<file path="config.mk">
export PLATFORM = sky130hd
export DESIGN_NAME = seq_detector_param
export DESIGN_NICKNAME = d
export VERILOG_FILES = /design/src/rtl/seq_detector_param.sv
export SDC_FILE = /design/constraint.sdc
export NUM_CORES = 1
export LEC_CHECK = 0
export CELL_PAD_IN_SITES_DETAIL_PLACEMENT = 2
export CELL_PAD_IN_SITES_GLOBAL_PLACEMENT = 2
export CORE_ASPECT_RATIO = 1.25
export CORE_UTILIZATION = 37
export CTS_CLUSTER_SIZE = 16
export DETAILED_ROUTE_END_ITERATION = 16
export GPL_TIMING_DRIVEN = 1
export PLACE_DENSITY_LB_ADDON = 0.1
export SETUP_SLACK_MARGIN = 0.05
export SKIP_LAST_GASP = 1
export SYNTH_ARGS = -nofsm -noshare
export SYNTH_HDL_FRONTEND = slang
export SYNTH_SLANG_ARGS = --single-unit
</file>
<file path="constraint.sdc">
create_clock -name clk -period 10.32 [get_ports clk]
set_input_delay 2.064 -clock clk [delete_from_list [all_inputs] [get_ports clk]]
set_output_delay 2.064 -clock clk [all_outputs]
set_load 0.02 [all_outputs]
</file>
<file path="src/rtl/seq_detector_param.sv">
// seq_detector_param: runtime-programmable serial pattern detector.
// One serial bit is consumed per enabled cycle. The pattern, its length and
// the overlap mode are loaded through a one-cycle strobe. Every detection
// gives a one-cycle registered pulse and bumps a saturating match counter.

module seq_detector_param #(
   parameter int  MAX_LEN = 8,
   parameter int  CNT_W   = 8,
   localparam int LEN_W   = $clog2(MAX_LEN + 1)
) (
   input  logic               clk,
   input  logic               rst_n,
   input  logic               ena,
   input  logic               bit_in,
   input  logic               cfg_load,
   input  logic [MAX_LEN-1:0] cfg_pattern,
   input  logic [LEN_W-1:0]   cfg_len,
   input  logic               cfg_overlap,
   input  logic               clr_cnt,
   output logic               match,
   output logic               armed,
   output logic [CNT_W-1:0]   match_count,
   output logic               cnt_sat
);

   localparam logic [LEN_W-1:0]   LEN_ONE = LEN_W'(1);
   localparam logic [LEN_W-1:0]   LEN_DEF = LEN_W'(4);
   localparam logic [LEN_W-1:0]   LEN_MAX = LEN_W'(MAX_LEN);
   localparam logic [MAX_LEN-1:0] PAT_DEF = MAX_LEN'(4'b1011);
   localparam logic [CNT_W-1:0]   CNT_ZERO = {CNT_W{1'b0}};
   localparam logic [CNT_W-1:0]   CNT_ONE = CNT_W'(1);
   localparam logic [CNT_W-1:0]   CNT_MAX = {CNT_W{1'b1}};

   // Bit mask covering the low 'len' bits of a pattern-wide word.
   function automatic logic [MAX_LEN-1:0] len_mask(input logic [LEN_W-1:0] len);
      logic [MAX_LEN-1:0] m;
      m = {MAX_LEN{1'b0}};
      for (int i = 0; i < MAX_LEN; i++) begin
         m[i] = (LEN_W'(i) < len);
      end
      return m;
   endfunction

   // Force a requested length into the supported range 1..MAX_LEN.
   function automatic logic [LEN_W-1:0] clamp_len(input logic [LEN_W-1:0] len);
      logic [LEN_W-1:0] r;
      if (len == {LEN_W{1'b0}}) begin
         r = LEN_ONE;
      end else if (len > LEN_MAX) begin
         r = LEN_MAX;
      end else begin
         r = len;
      end
      return r;
   endfunction

   // Compare the active low 'len' bits of the window against the pattern.
   function automatic logic window_hit(input logic [MAX_LEN-1:0] window,
                                       input logic [MAX_LEN-1:0] pat,
                                       input logic [LEN_W-1:0]   len);
      return (((window ^ pat) & len_mask(len)) == {MAX_LEN{1'b0}});
   endfunction

   // Configuration state
   logic [MAX_LEN-1:0] pat_r;
   logic [LEN_W-1:0]   len_r;
   logic               ovl_r;
   // History: only the newest MAX_LEN-1 bits can ever sit in a window next
   // to the incoming bit, so the oldest position is not stored.
   logic [MAX_LEN-2:0] hist_r;
   logic [LEN_W-1:0]   fill_r;
   // Output state
   logic               match_r;
   logic               armed_r;
   logic [CNT_W-1:0]   count_r;
   logic               sat_r;

   // Next-state values
   logic [MAX_LEN-1:0] pat_nxt_s;
   logic [LEN_W-1:0]   len_nxt_s;
   logic               ovl_nxt_s;
   logic [MAX_LEN-2:0] hist_nxt_s;
   logic [LEN_W-1:0]   fill_nxt_s;
   logic               armed_nxt_s;
   logic [CNT_W-1:0]   cnt_base_s;
   logic [CNT_W-1:0]   count_nxt_s;
   logic [MAX_LEN-1:0] window_s;
   logic               hit_s;

   // Detection: the incoming bit completes the window when enough valid history exists
   always_comb begin
      window_s = {hist_r, bit_in};
      if (ena && !cfg_load && (fill_r >= (len_r - LEN_ONE))) begin
         hit_s = window_hit(window_s, pat_r, len_r);
      end else begin
         hit_s = 1'b0;
      end
   end

   // Next configuration, history and fill level; a load wins over a sample
   always_comb begin
      pat_nxt_s  = pat_r;
      len_nxt_s  = len_r;
      ovl_nxt_s  = ovl_r;
      hist_nxt_s = hist_r;
      fill_nxt_s = fill_r;
      if (cfg_load) begin
         pat_nxt_s  = cfg_pattern;
         len_nxt_s  = clamp_len(cfg_len);
         ovl_nxt_s  = cfg_overlap;
         fill_nxt_s = {LEN_W{1'b0}};
      end else if (ena) begin
         hist_nxt_s = window_s[MAX_LEN-2:0];
         if (hit_s && !ovl_r) begin
            // Non-overlapping: the next match must be built from fresh bits
            fill_nxt_s = {LEN_W{1'b0}};
         end else if (fill_r != LEN_MAX) begin
            fill_nxt_s = fill_r + LEN_ONE;
         end else begin
            fill_nxt_s = fill_r;
         end
      end else begin
         hist_nxt_s = hist_r;
         fill_nxt_s = fill_r;
      end
      armed_nxt_s = (fill_nxt_s >= (len_nxt_s - LEN_ONE));
   end

   // Counter: clear is applied first, then a hit in the same cycle counts
   always_comb begin
      if (clr_cnt) begin
         cnt_base_s = CNT_ZERO;
      end else begin
         cnt_base_s = count_r;
      end
      if (hit_s && (cnt_base_s != CNT_MAX)) begin
         count_nxt_s = cnt_base_s + CNT_ONE;
      end else begin
         count_nxt_s = cnt_base_s;
      end
   end

   // Configuration registers: default 1011/len 4/overlap on reset, replaced on load
   always_ff @(posedge clk or negedge rst_n) begin
      if (!rst_n) begin
         pat_r <= PAT_DEF;
         len_r <= LEN_DEF;
         ovl_r <= 1'b1;
      end else begin
         pat_r <= pat_nxt_s;
         len_r <= len_nxt_s;
         ovl_r <= ovl_nxt_s;
      end
   end

   // History shift register and valid-bit fill level
   always_ff @(posedge clk or negedge rst_n) begin
      if (!rst_n) begin
         hist_r <= {(MAX_LEN-1){1'b0}};
         fill_r <= {LEN_W{1'b0}};
      end else begin
         hist_r <= hist_nxt_s;
         fill_r <= fill_nxt_s;
      end
   end

   // Registered outputs: match pulse, armed flag, counter and saturation flag
   always_ff @(posedge clk or negedge rst_n) begin
      if (!rst_n) begin
         match_r <= 1'b0;
         armed_r <= 1'b0;
         count_r <= CNT_ZERO;
         sat_r   <= 1'b0;
      end else begin
         match_r <= hit_s;
         armed_r <= armed_nxt_s;
         count_r <= count_nxt_s;
         sat_r   <= (count_nxt_s == CNT_MAX);
      end
   end

   assign match       = match_r;
   assign armed       = armed_r;
   assign match_count = count_r;
   assign cnt_sat     = sat_r;

   seq_detector_param_chk #(
      .MAX_LEN (MAX_LEN),
      .CNT_W   (CNT_W),
      .LEN_W   (LEN_W)
   ) u_chk (
      .clk         (clk),
      .rst_n       (rst_n),
      .fill        (fill_r),
      .len         (len_r),
      .match_count (count_r),
      .cnt_sat     (sat_r)
   );

endmodule

// seq_detector_param_chk: invariants of the detector's internal state.
module seq_detector_param_chk #(
   parameter int MAX_LEN = 8,
   parameter int CNT_W   = 8,
   parameter int LEN_W   = 4
) (
   input logic             clk,
   input logic             rst_n,
   input logic [LEN_W-1:0] fill,
   input logic [LEN_W-1:0] len,
   input logic [CNT_W-1:0] match_count,
   input logic             cnt_sat
);

   a_fill_bound : assert property (@(posedge clk) disable iff (!rst_n)
      fill <= LEN_W'(MAX_LEN));

   a_len_range : assert property (@(posedge clk) disable iff (!rst_n)
      (len >= LEN_W'(1)) && (len <= LEN_W'(MAX_LEN)));

   a_sat_flag : assert property (@(posedge clk) disable iff (!rst_n)
      cnt_sat == (&match_count));

endmodule
</file>
Word level (Yosys, flattened, before mapping):

Index checks and enable logic that the tools add are counted.

* flip-flop bits (word level): 35
* bits of input ports: 19
* word-level logic and storage cells: 49

* bitwise gates (word level): 3
* muxes and demuxes: 10
* reduce and logical (&&, ||, !) cells: 9
* equality and inequality tests: 3
* $lt $le $gt $ge: 11
* $add $sub $neg: 4

Operators with widths (count)
* 4-bit two-way mux: 7
* 3-bit by 4-bit less-than comparator with 1-bit output (first input constant): 4
* 8-bit two-way mux: 2
* 8-bit by 1-bit adder with 8-bit output (second input constant): 1
* 8-bit AND: 1
* 8-bit equality test (second input constant): 1
* 4-bit >= comparator: 2
* 8-bit zero test: 1
* 1-bit by 4-bit less-than comparator with 1-bit output (first input constant): 2
* 2-bit by 4-bit less-than comparator with 1-bit output (first input constant): 2
* 8-bit != test (second input constant): 1
* 4-bit by 1-bit subtractor with 4-bit output (second input constant): 2
* 8-bit XOR: 1
* 4-bit by 1-bit adder with 4-bit output (second input constant): 1
* 4-bit greater-than comparator (second input constant): 1
* 1-bit logical AND: 4
* 4-bit zero test: 1
* 4-bit != test (second input constant): 1
* 1-bit zero test: 2
* 2-bit AND reduction: 1
* 1-bit two-way mux: 1
* 1-bit NOT: 1

Depth between registers and ports, before layout:

Gate-level depths: netlist of the first run.

* word-level depth: 9
* mapped depth: 17
* mapped depth without buffers: 16

Worst setup path after synthesis of the first run:

OpenSTA, ideal clock, no wires.

* path type: input to register
* start: in cfg_load
* end: reg armed_r (netlist: armed)
* buffers on the path: 3
* cell stages on the path: 15
* data required time: 10.198 ns
* setup slack: 5.917 ns
* arrival: 4.282 ns
* path through: clkbuf_1 > nand2b_1 > clkbuf_1 > a21oi_1 > nand3_1 > or3_1 > buf_6 > nor2_1 > o22ai_1 > and2_1 > ha_1 > a21oi_1 > nor2b_1 > o21ai_0 > nand2b_1

* word-level cells in the longest chain between the ends: 9
* elaborated cells between the ends (all ways): 11

Ends and longest elaborated chain
* start: declaration: RTL line 15 `input logic cfg_load,`
* 1-bit zero test: RTL line 93 `if (ena && !cfg_load && (fill_r >= (len_r - LEN_ONE))) begin`
* 1-bit logical AND (2 in series): RTL line 93
* 1-bit two-way mux: RTL line 93
* 1-bit logical AND: RTL line 114 `if (hit_s && !ovl_r) begin`
* 4-bit two-way mux: RTL line 114
* 4-bit two-way mux: RTL line 112 `end else if (ena) begin`
* 4-bit two-way mux (*): RTL line 107 `if (cfg_load) begin`
* named net fill_nxt_s[1]: RTL line 83 `logic [LEN_W-1:0] fill_nxt_s;`
* 4-bit >= comparator (*): RTL line 126 `armed_nxt_s = (fill_nxt_s >= (len_nxt_s - LEN_ONE));`
* named net armed_nxt_s: RTL line 84 `logic armed_nxt_s;`
* end signal: assignment: RTL line 176 `armed_r <= armed_nxt_s;`
* end: declaration: RTL line 74 `logic armed_r;`

Mark *: on every way through the listed nets, which the timed path passes. The rest lies on a longest branch.
A chain may end at the register's enable or synchronous reset.

Final worst setup path of the first run:

Same ends and word-level chain as after synthesis.

==> results of run 1 <==
==> stage by stage <==
stage	std cells	util [%]	area (um^2)
finish	293	46.1	2490
global route	293	46.1	2490
CTS	293	46.1	2490
detailed placement	285	44.4	2400
global placement	285	44.4	2400
floorplan	197	-	2060
==> registers in the layout (all words and copies together) (netlist names) <==
signal / flops
fill_r: 4
hist_r: 7
cnt_sat: 1
match: 1
ovl_r: 1
len_r: 4
pat_r: 8
match_count: 8
armed: 1
==> cell families (layout without fill, tap and decap cells) <==
group | count (synthesis) | after routing | share of synthesized area (%)
buffers and inverters | 20 | 52 | 4.56
xor gates and xnor gates | 19 | 19 | 8.09
DFF | 35 | 35 | 42.9
adders and majority gates | 15 | 15 | 9.12
and+or+nand+nor | 65 | 65 | 17.2
muxes | 20 | 20 | 10.9
AOI/OAI and AO/OA | 23 | 23 | 7.30
==> final timing paths <==
| path | start | to | slack (ps) |
|---|---|---|---|
| setup / recovery | cfg_load | armed$_DFF_PN0_ | 5340 |
| hold / removal | hist_r[6]$_DFFE_PN0P_ | hist_r[6]$_DFFE_PN0P_ | 540 |
| setup reg to reg | len_r[1]$_DFF_PN0_ | armed$_DFF_PN0_ | 6530 |
| hold reg to reg | hist_r[6]$_DFFE_PN0P_ | hist_r[6]$_DFFE_PN0P_ | 540 |
| max in group asynchronous | rst_n | ovl_r$_DFFE_PN1P_ | 7780 |
| min in group asynchronous | rst_n | hist_r[5]$_DFFE_PN0P_ | 2190 |
==> worst register-to-register path: cells and delay by family, from the launching register on <==
kind,cells,cell delay [ps]
fa+ha+maj,3,870
flops,1,450
simple gates,6,1770
buf+inv,1,100
compound gates,4,480
==> placed cells by master, fill, tap and decap left out, types with 2 or more instances in the layout <==
cell type	count
sky130_fd_sc_hd__a21oi_1	9
sky130_fd_sc_hd__or3_1	2
sky130_fd_sc_hd__nor3_2	2
sky130_fd_sc_hd__nor2b_1	4
sky130_fd_sc_hd__clkdlybuf4s50_1	29
sky130_fd_sc_hd__xnor2_1	13
sky130_fd_sc_hd__ha_1	15
sky130_fd_sc_hd__o21ai_0	4
sky130_fd_sc_hd__nor3_1	9
sky130_fd_sc_hd__nand3_1	3
sky130_fd_sc_hd__dfrtp_1	30
sky130_fd_sc_hd__nand4_1	2
sky130_fd_sc_hd__nor2_1	14
sky130_fd_sc_hd__mux2_2	19
sky130_fd_sc_hd__dfstp_2	5
sky130_fd_sc_hd__nand2b_1	4
sky130_fd_sc_hd__clkbuf_8	6
sky130_fd_sc_hd__nand2_1	14
sky130_fd_sc_hd__buf_4	2
sky130_fd_sc_hd__inv_1	13
sky130_fd_sc_hd__xor2_1	6
sky130_fd_sc_hd__nor4_1	2
==> Yosys cell counts, types with 2 or more instances <==
master / count / share of area [%]
sky130_fd_sc_hd__nor4_1: 2 / 0.61
sky130_fd_sc_hd__xnor2_1: 13 / 5.5
sky130_fd_sc_hd__nor3_2: 2 / 0.97
sky130_fd_sc_hd__nand3_1: 3 / 0.73
sky130_fd_sc_hd__clkbuf_1: 4 / 0.73
sky130_fd_sc_hd__a21oi_1: 9 / 2.2
sky130_fd_sc_hd__inv_1: 13 / 2.4
sky130_fd_sc_hd__buf_6: 2 / 1.1
sky130_fd_sc_hd__mux2_2: 19 / 10
sky130_fd_sc_hd__nand4_1: 2 / 0.61
sky130_fd_sc_hd__ha_1: 15 / 9.1
sky130_fd_sc_hd__dfrtp_1: 30 / 36
sky130_fd_sc_hd__nand2_1: 14 / 2.6
sky130_fd_sc_hd__or3_1: 2 / 0.61
sky130_fd_sc_hd__nor3_1: 9 / 2.2
sky130_fd_sc_hd__o21ai_0: 4 / 0.97
sky130_fd_sc_hd__nor2b_1: 4 / 1.2
sky130_fd_sc_hd__nor2_1: 14 / 2.6
sky130_fd_sc_hd__xor2_1: 6 / 2.6
sky130_fd_sc_hd__dfstp_2: 5 / 6.4
sky130_fd_sc_hd__nand2b_1: 4 / 1.2
==> layout make-up <==
| class | count | area (um^2) | share of cell area, % |
|---|---|---|---|
| multi-input cells | 142 | 1080 | 43.5 |
| flip-flops and latches | 35 | 882 | 35.4 |
| repair buffers | 31 | 305 | 12.3 |
| clock buffers | 7 | 86.3 | 3.47 |
| well taps | 64 | 80.1 | 3.22 |
| inverters | 13 | 48.8 | 1.96 |
| clock inverters | 1 | 5.00 | 0.201 |
==> where the power goes <==
| part | internal, mW | total (mW) | switching (mW) |
|---|---|---|---|
| logic | 0.0409 | 0.0752 | 0.0343 |
| clock network | 0.0538 | 0.103 | 0.0487 |
| registers | 0.155 | 0.171 | 0.0157 |
| total | 0.250 | 0.349 | 0.0987 |
==> layer usage <==
layer	GRT usage, %	up-vias	routed length (um)
met4	7.79	0	95
met5	0	-	0
met2	39.4	25	3090
met1	22.6	803	2060
met3	3.76	9	127
li1	-	739	-
==> metrics.md, run 1 <==
| Metric | Value |
|---|---|
| Starting utilization of the core area | `38.1%` |
| Number of enable-type register cells in the synthesized netlist | `0` |
| Max Fclk | `201 MHz` |
| Fin worst setup slack | `5340 ps` |
| Overall overflow remaining after global route | `0` |
| Number of distinct library cells after synthesis | `42` |
| CP Data Arrival Time | `5160 ps` |
| Half-perimeter wire length after placement | `4170 um` |
| Area of the die | `5870 um^2` |
| Synth-to-Final Area Change | `21.0%` |
| Vertical die dimension | `85.4 um` |
| Filler cell count | `582` |
| Worst path required time | `10500 ps` |
| RSZ-0062 raised after global routing | `no` |
| Deepest clock path buffer count | `2` |
| Worst hold path type | `flop to flop` |
| I/O pins | `30` |
| Largest incremental delay on the critical path | `480 ps` |
| Tcrit/Tclk final | `48.3%` |
| Global Route Usage Sum | `21.1%` |
| Setup bufs post-CTS | `0` |
| Total of cells resized after clock tree synthesis | `0` |
| Flop and latch count out of synthesis | `35` |
| Clock Latency Late Sink | `290 ps` |
| Critical setup path kind | `input port to flop` |
| Slew @ Worst Pin | `722 ps` |
| Critical path's top delay family | `simple AND/OR/NAND/NOR gates` |
| Detailed-route wire length | `5370 um` |
| Overall power of the completed layout | `0.349 mW` |
| Type of destination of the critical path | `flop` |
| CTS tree | `done` |
| H-Tree Depth | `2` |
| Post-Route Setup TNS | `0 ps` |
| DRC violation total after the first TritonRoute iteration | `29` |
| Number of buffer and inverter stages on the critical path | `2` |
| Via count of the first global-routing pass | `1800` |
| DR vias | `1576` |
| Max transition margin | `51.5%` |
| Final Max Tran Viols | `0` |
| Mean instance size in the synthesized netlist | `10.4 um^2` |
| Ordered list of cells on the worst path | `clkdlybuf4s50_1, buf_4, nand2b_1, a21oi_1, nand3_1, or3_1, nor2_1, o22ai_1, and2_1, ha_1, a21oi_1, nor2b_1, o21ai_0, nand2b_1` |
| Top fanout value on the critical path | `17` |
| Via-to-Cell Ratio | `5.38` |
| CP Launch Type | `input port` |
| Average detailed-routed wire length per instance | `18.3 um` |
| Worst-case clock skew | `4.53 ps` |
| Leakage | `1.07 nW` |
| Post-Syn Nets | `231` |
| Share of final-layout standard cells stronger than drive strength 1 | `17.0%` |
| Power density relative to cell area | `140 nW/um^2` |
| Horizontal extent of the die | `68.7 um` |
| Finish-stage setup viols | `0` |
| Worst setup slack after placement | `5010 ps` |
| Nets@finish | `262` |
| Worst-path cell with the longest stage delay | `sky130_fd_sc_hd__or3_1` |
| CP Depth | `14` |
| Gate count of the mapped netlist | `197` |
| Cell chosen for the clock root | `sky130_fd_sc_hd__clkbuf_8` |
| Pin count of the biggest net entering global routing | `36` |
| FF-to-FF path depth | `14` |
| TritonRoute pass-1 iters | `4` |
| Peak supply drop | `64.7 uV` |
| Final Hold Slack | `545 ps` |
| CTS Hold Bufs | `0` |
| Post-synth ARST share | `100%` |
| Antenna violations before repair | `0` |
| Sink Count | `35` |
| Share of the yosys chip area belonging to registers | `42.9%` |
| Final GP Congestion | `0.873` |
| Cts bufs inserted | `5` |
| Netlist area before placement | `2060 um^2` |
| Final worst path period need | `4980 ps` |
| Total DRC errors in the routed layout | `0` |
| Antenna diode instance count | `0` |
| Number of standard-cell rows in the floorplan | `30` |
| Final Hold Violating Endpoints | `0` |
| Floorplan Core Area | `5410 um^2` |
| Number of port buffers | `29` |
| Outcome | `completed` |
| Post-route antenna net violation count | `0` |
| Global-route wire length before repair | `9010 um` |
| Worst Hold Depth | `1` |
| Clock transition at the register clock pins on the worst setup and hold paths after CTS | `70 ps` |
| Top_reg_cell synth | `sky130_fd_sc_hd__dfrtp_1` |
| Number of maximum-capacitance constraint violations | `0` |
| Count of warnings emitted by yosys | `0` |
(Power assumes the default switching activity.)
==> inputs of run 2 (changes only) <==
--- a/config.mk
+++ b/config.mk
@@ -8,7 +8,7 @@
 export CELL_PAD_IN_SITES_DETAIL_PLACEMENT = 2
 export CELL_PAD_IN_SITES_GLOBAL_PLACEMENT = 2
 export CORE_ASPECT_RATIO = 1.25
-export CORE_UTILIZATION = 37
+export CORE_UTILIZATION = 35
 export CTS_CLUSTER_SIZE = 16
 export DETAILED_ROUTE_END_ITERATION = 16
 export GPL_TIMING_DRIVEN = 1
==> constraint.sdc (replaced) <==
create_clock -name clk -period 4.6 [get_ports clk]
set_input_delay 0.92 -clock clk [delete_from_list [all_inputs] [get_ports clk]]
set_output_delay 0.92 -clock clk [all_outputs]
set_load 0.02 [all_outputs]
==> metrics.md, run 2 (synthesis results as in run 1) <==
| Metric | Value |
|---|---|
| Sink Count | `35` |
| Antenna violations before repair | `0` |
| Launch point of the worst hold path | `pat_r[5]$_DFFE_PN0P_` |
| Post-route antenna net violation count | `0` |
| Type of destination of the critical path | `flop` |
| Detailed-route wire length | `5530 um` |
| Ordered list of cells on the worst path | `inv_1, ha_1, ha_1, a2111oi_0, or4b_1, or3_1, nor2_1, o22ai_1, and2_1, ha_1, a21oi_1, nor2b_1, o21ai_0, nand2b_1` |
| Sum of met3 wire segment lengths after detailed routing | `167 um` |
| Final Max Tran Viols | `0` |
| Average detailed-routed wire length per instance | `18.7 um` |
| Cts bufs inserted | `5` |
| Floorplan Core Area | `5560 um^2` |
| Via count of the first global-routing pass | `1818` |
| CP Data Arrival Time | `4030 ps` |
| Total of cells resized after clock tree synthesis | `0` |
| Worst hold path type | `flop to flop` |
| Clock Latency Late Sink | `300 ps` |
| Total DRC errors in the routed layout | `2` |
| Highest Signal Layer | `met4` |
| Global Route Usage Sum | `19.7%` |
| Final GP Congestion | `0.870` |
| TritonRoute pass-1 iters | `10` |
| CP Launch Type | `flop` |
| FF-to-FF path depth | `14` |
| Pin count of the biggest net entering global routing | `36` |
| Via-to-Cell Ratio | `5.35` |
| Wire length on met1 | `2080 um` |
| Post-route design area | `2550 um^2` |
| Cell repeated most along the worst path | `sky130_fd_sc_hd__ha_1` |
| Filler cell count | `594` |
| Final Hold Violating Endpoints | `0` |
| Vertical die dimension | `87.7 um` |
| Area of the die | `6190 um^2` |
| Largest incremental delay on the critical path | `590 ps` |
| Overall power of the completed layout | `0.897 mW` |
| Area occupied by multi-input gates | `1080 um^2` |
| Final worst path period need | `3850 ps` |
| Layout Cells excl Fill | `295` |
| Power density relative to cell area | `352 nW/um^2` |
| CTS tree | `done` |
| Starting utilization of the core area | `37.0%` |
| Worst path required time | `4780 ps` |
| Share of final-layout standard cells stronger than drive strength 1 | `18.2%` |
| Number of buffer and inverter stages on the critical path | `1` |
| Top fanout value on the critical path | `9` |
| Max transition margin | `69.9%` |
| DRC violation total after the first TritonRoute iteration | `54` |
| Number of port buffers | `29` |
| Register cell area after layout | `882 um^2` |
| Number of maximum-capacitance constraint violations | `0` |
| Clock transition at the register clock pins on the worst setup and hold paths after CTS | `70 ps` |
| Slew @ Worst Pin | `441 ps` |
| Cell chosen for the clock root | `sky130_fd_sc_hd__clkbuf_8` |
| Peak supply drop | `134 uV` |
| Max Fclk | `260 MHz` |
| Fin worst setup slack | `748 ps` |
| Final Hold Slack | `539 ps` |
| Setup bufs post-CTS | `0` |
| Number of placed cells counting well taps | `287` |
| RR Endpoint | `armed$_DFF_PN0_` |
| DR vias | `1579` |
| Most used cells in the layout excluding fill and tap cells | `sky130_fd_sc_hd__dfrtp_1 (30), sky130_fd_sc_hd__clkdlybuf4s50_1 (29), sky130_fd_sc_hd__mux2_2 (19), sky130_fd_sc_hd__ha_1 (15)` |
| Critical path's top delay family | `simple AND/OR/NAND/NOR gates` |
| Number of standard-cell rows in the floorplan | `30` |
| Finish-stage setup viols | `0` |
| Deepest clock path buffer count | `2` |
| Leakage | `1.09 nW` |
| Overall overflow remaining after global route | `0` |
| RSZ-0062 raised after global routing | `no` |
| I/O pins | `30` |
| Worst Hold Depth | `1` |
| Standard cell area after detailed placement | `2410 um^2` |
| Worst setup slack for register-to-register paths | `750 ps` |
| Source of the worst register-to-register timing path | `len_r[0]$_DFF_PN0_` |
| Outcome | `complete, but fails checks` |
| Half-perimeter wire length after placement | `4220 um` |
| Synth-to-Final Area Change | `23.9%` |
| Failing checks | `design-rule violations` |
| Post-Route Setup TNS | `0 ps` |
| Met2 layer wire length in the routed design | `3200 um` |
| Nets@finish | `264` |
| Critical setup path kind | `flop to flop` |
| H-Tree Depth | `2` |
| Endpoint, Worst Hold | `pat_r[5]$_DFFE_PN0P_` |
| Final Util | `45.9%` |
| Worst setup slack after placement | `506 ps` |
| Worst-case clock skew | `9.44 ps` |
| Antenna diode instance count | `0` |
| Tcrit/Tclk final | `83.7%` |
| Commonest non-fill, non-tap cell in the layout | `sky130_fd_sc_hd__dfrtp_1` |
| Global-route wire length before repair | `9220 um` |
| CTS Hold Bufs | `0` |
| Worst-path cell with the longest stage delay | `sky130_fd_sc_hd__or4b_1` |
| Horizontal extent of the die | `70.6 um` |
==> run 2: cell types whose count changed in the layout (fill, tap and decap cells not counted) <==
cell                         delta
sky130_fd_sc_hd__clkinvlp_4     +1
sky130_fd_sc_hd__clkbuf_8       -1
sky130_fd_sc_hd__clkbuf_1       -1
sky130_fd_sc_hd__bufinv_16      +2
sky130_fd_sc_hd__buf_4          +2
sky130_fd_sc_hd__clkinv_2       -1
==> run 2: cell type report <==
type                       instances  share of cell area (%)
clock inverter                     3                    2.65
timing repair buffer              33                    12.6
tap                               64                    3.14
clock buffer                       5                    2.70
multi-input combinational        142                    42.4
inverter                          13                    1.91
sequential                        35                    34.6
==> run 2: worst max-delay path by stage <==
stage / from / to / slack, ps / cells after the start
floorplan: len_r[0]$_DFF_PN0_ / armed$_DFF_PN0_ / 1310 / 15
global placement: ena / armed$_DFF_PN0_ / 760 / 13
detailed placement: ena / armed$_DFF_PN0_ / 510 / 13
CTS: len_r[0]$_DFF_PN0_ / armed$_DFF_PN0_ / 740 / 14
global route: len_r[0]$_DFF_PN0_ / armed$_DFF_PN0_ / 520 / 14
finish: len_r[0]$_DFF_PN0_ / armed$_DFF_PN0_ / 750 / 14
==> run 2: routing by layer <==
layer | vias up | GRT usage (%)
met2 | 26 | 40.0
li1 | 746 | -
met5 | - | 0
met1 | 801 | 20.4
met4 | 0 | 6.18
met3 | 6 | 3.68
==> run 2: power by group <==
part,switching [mW],internal (mW)
registers,0.0383,0.348
logic,0.0824,0.0925
clock network,0.119,0.216
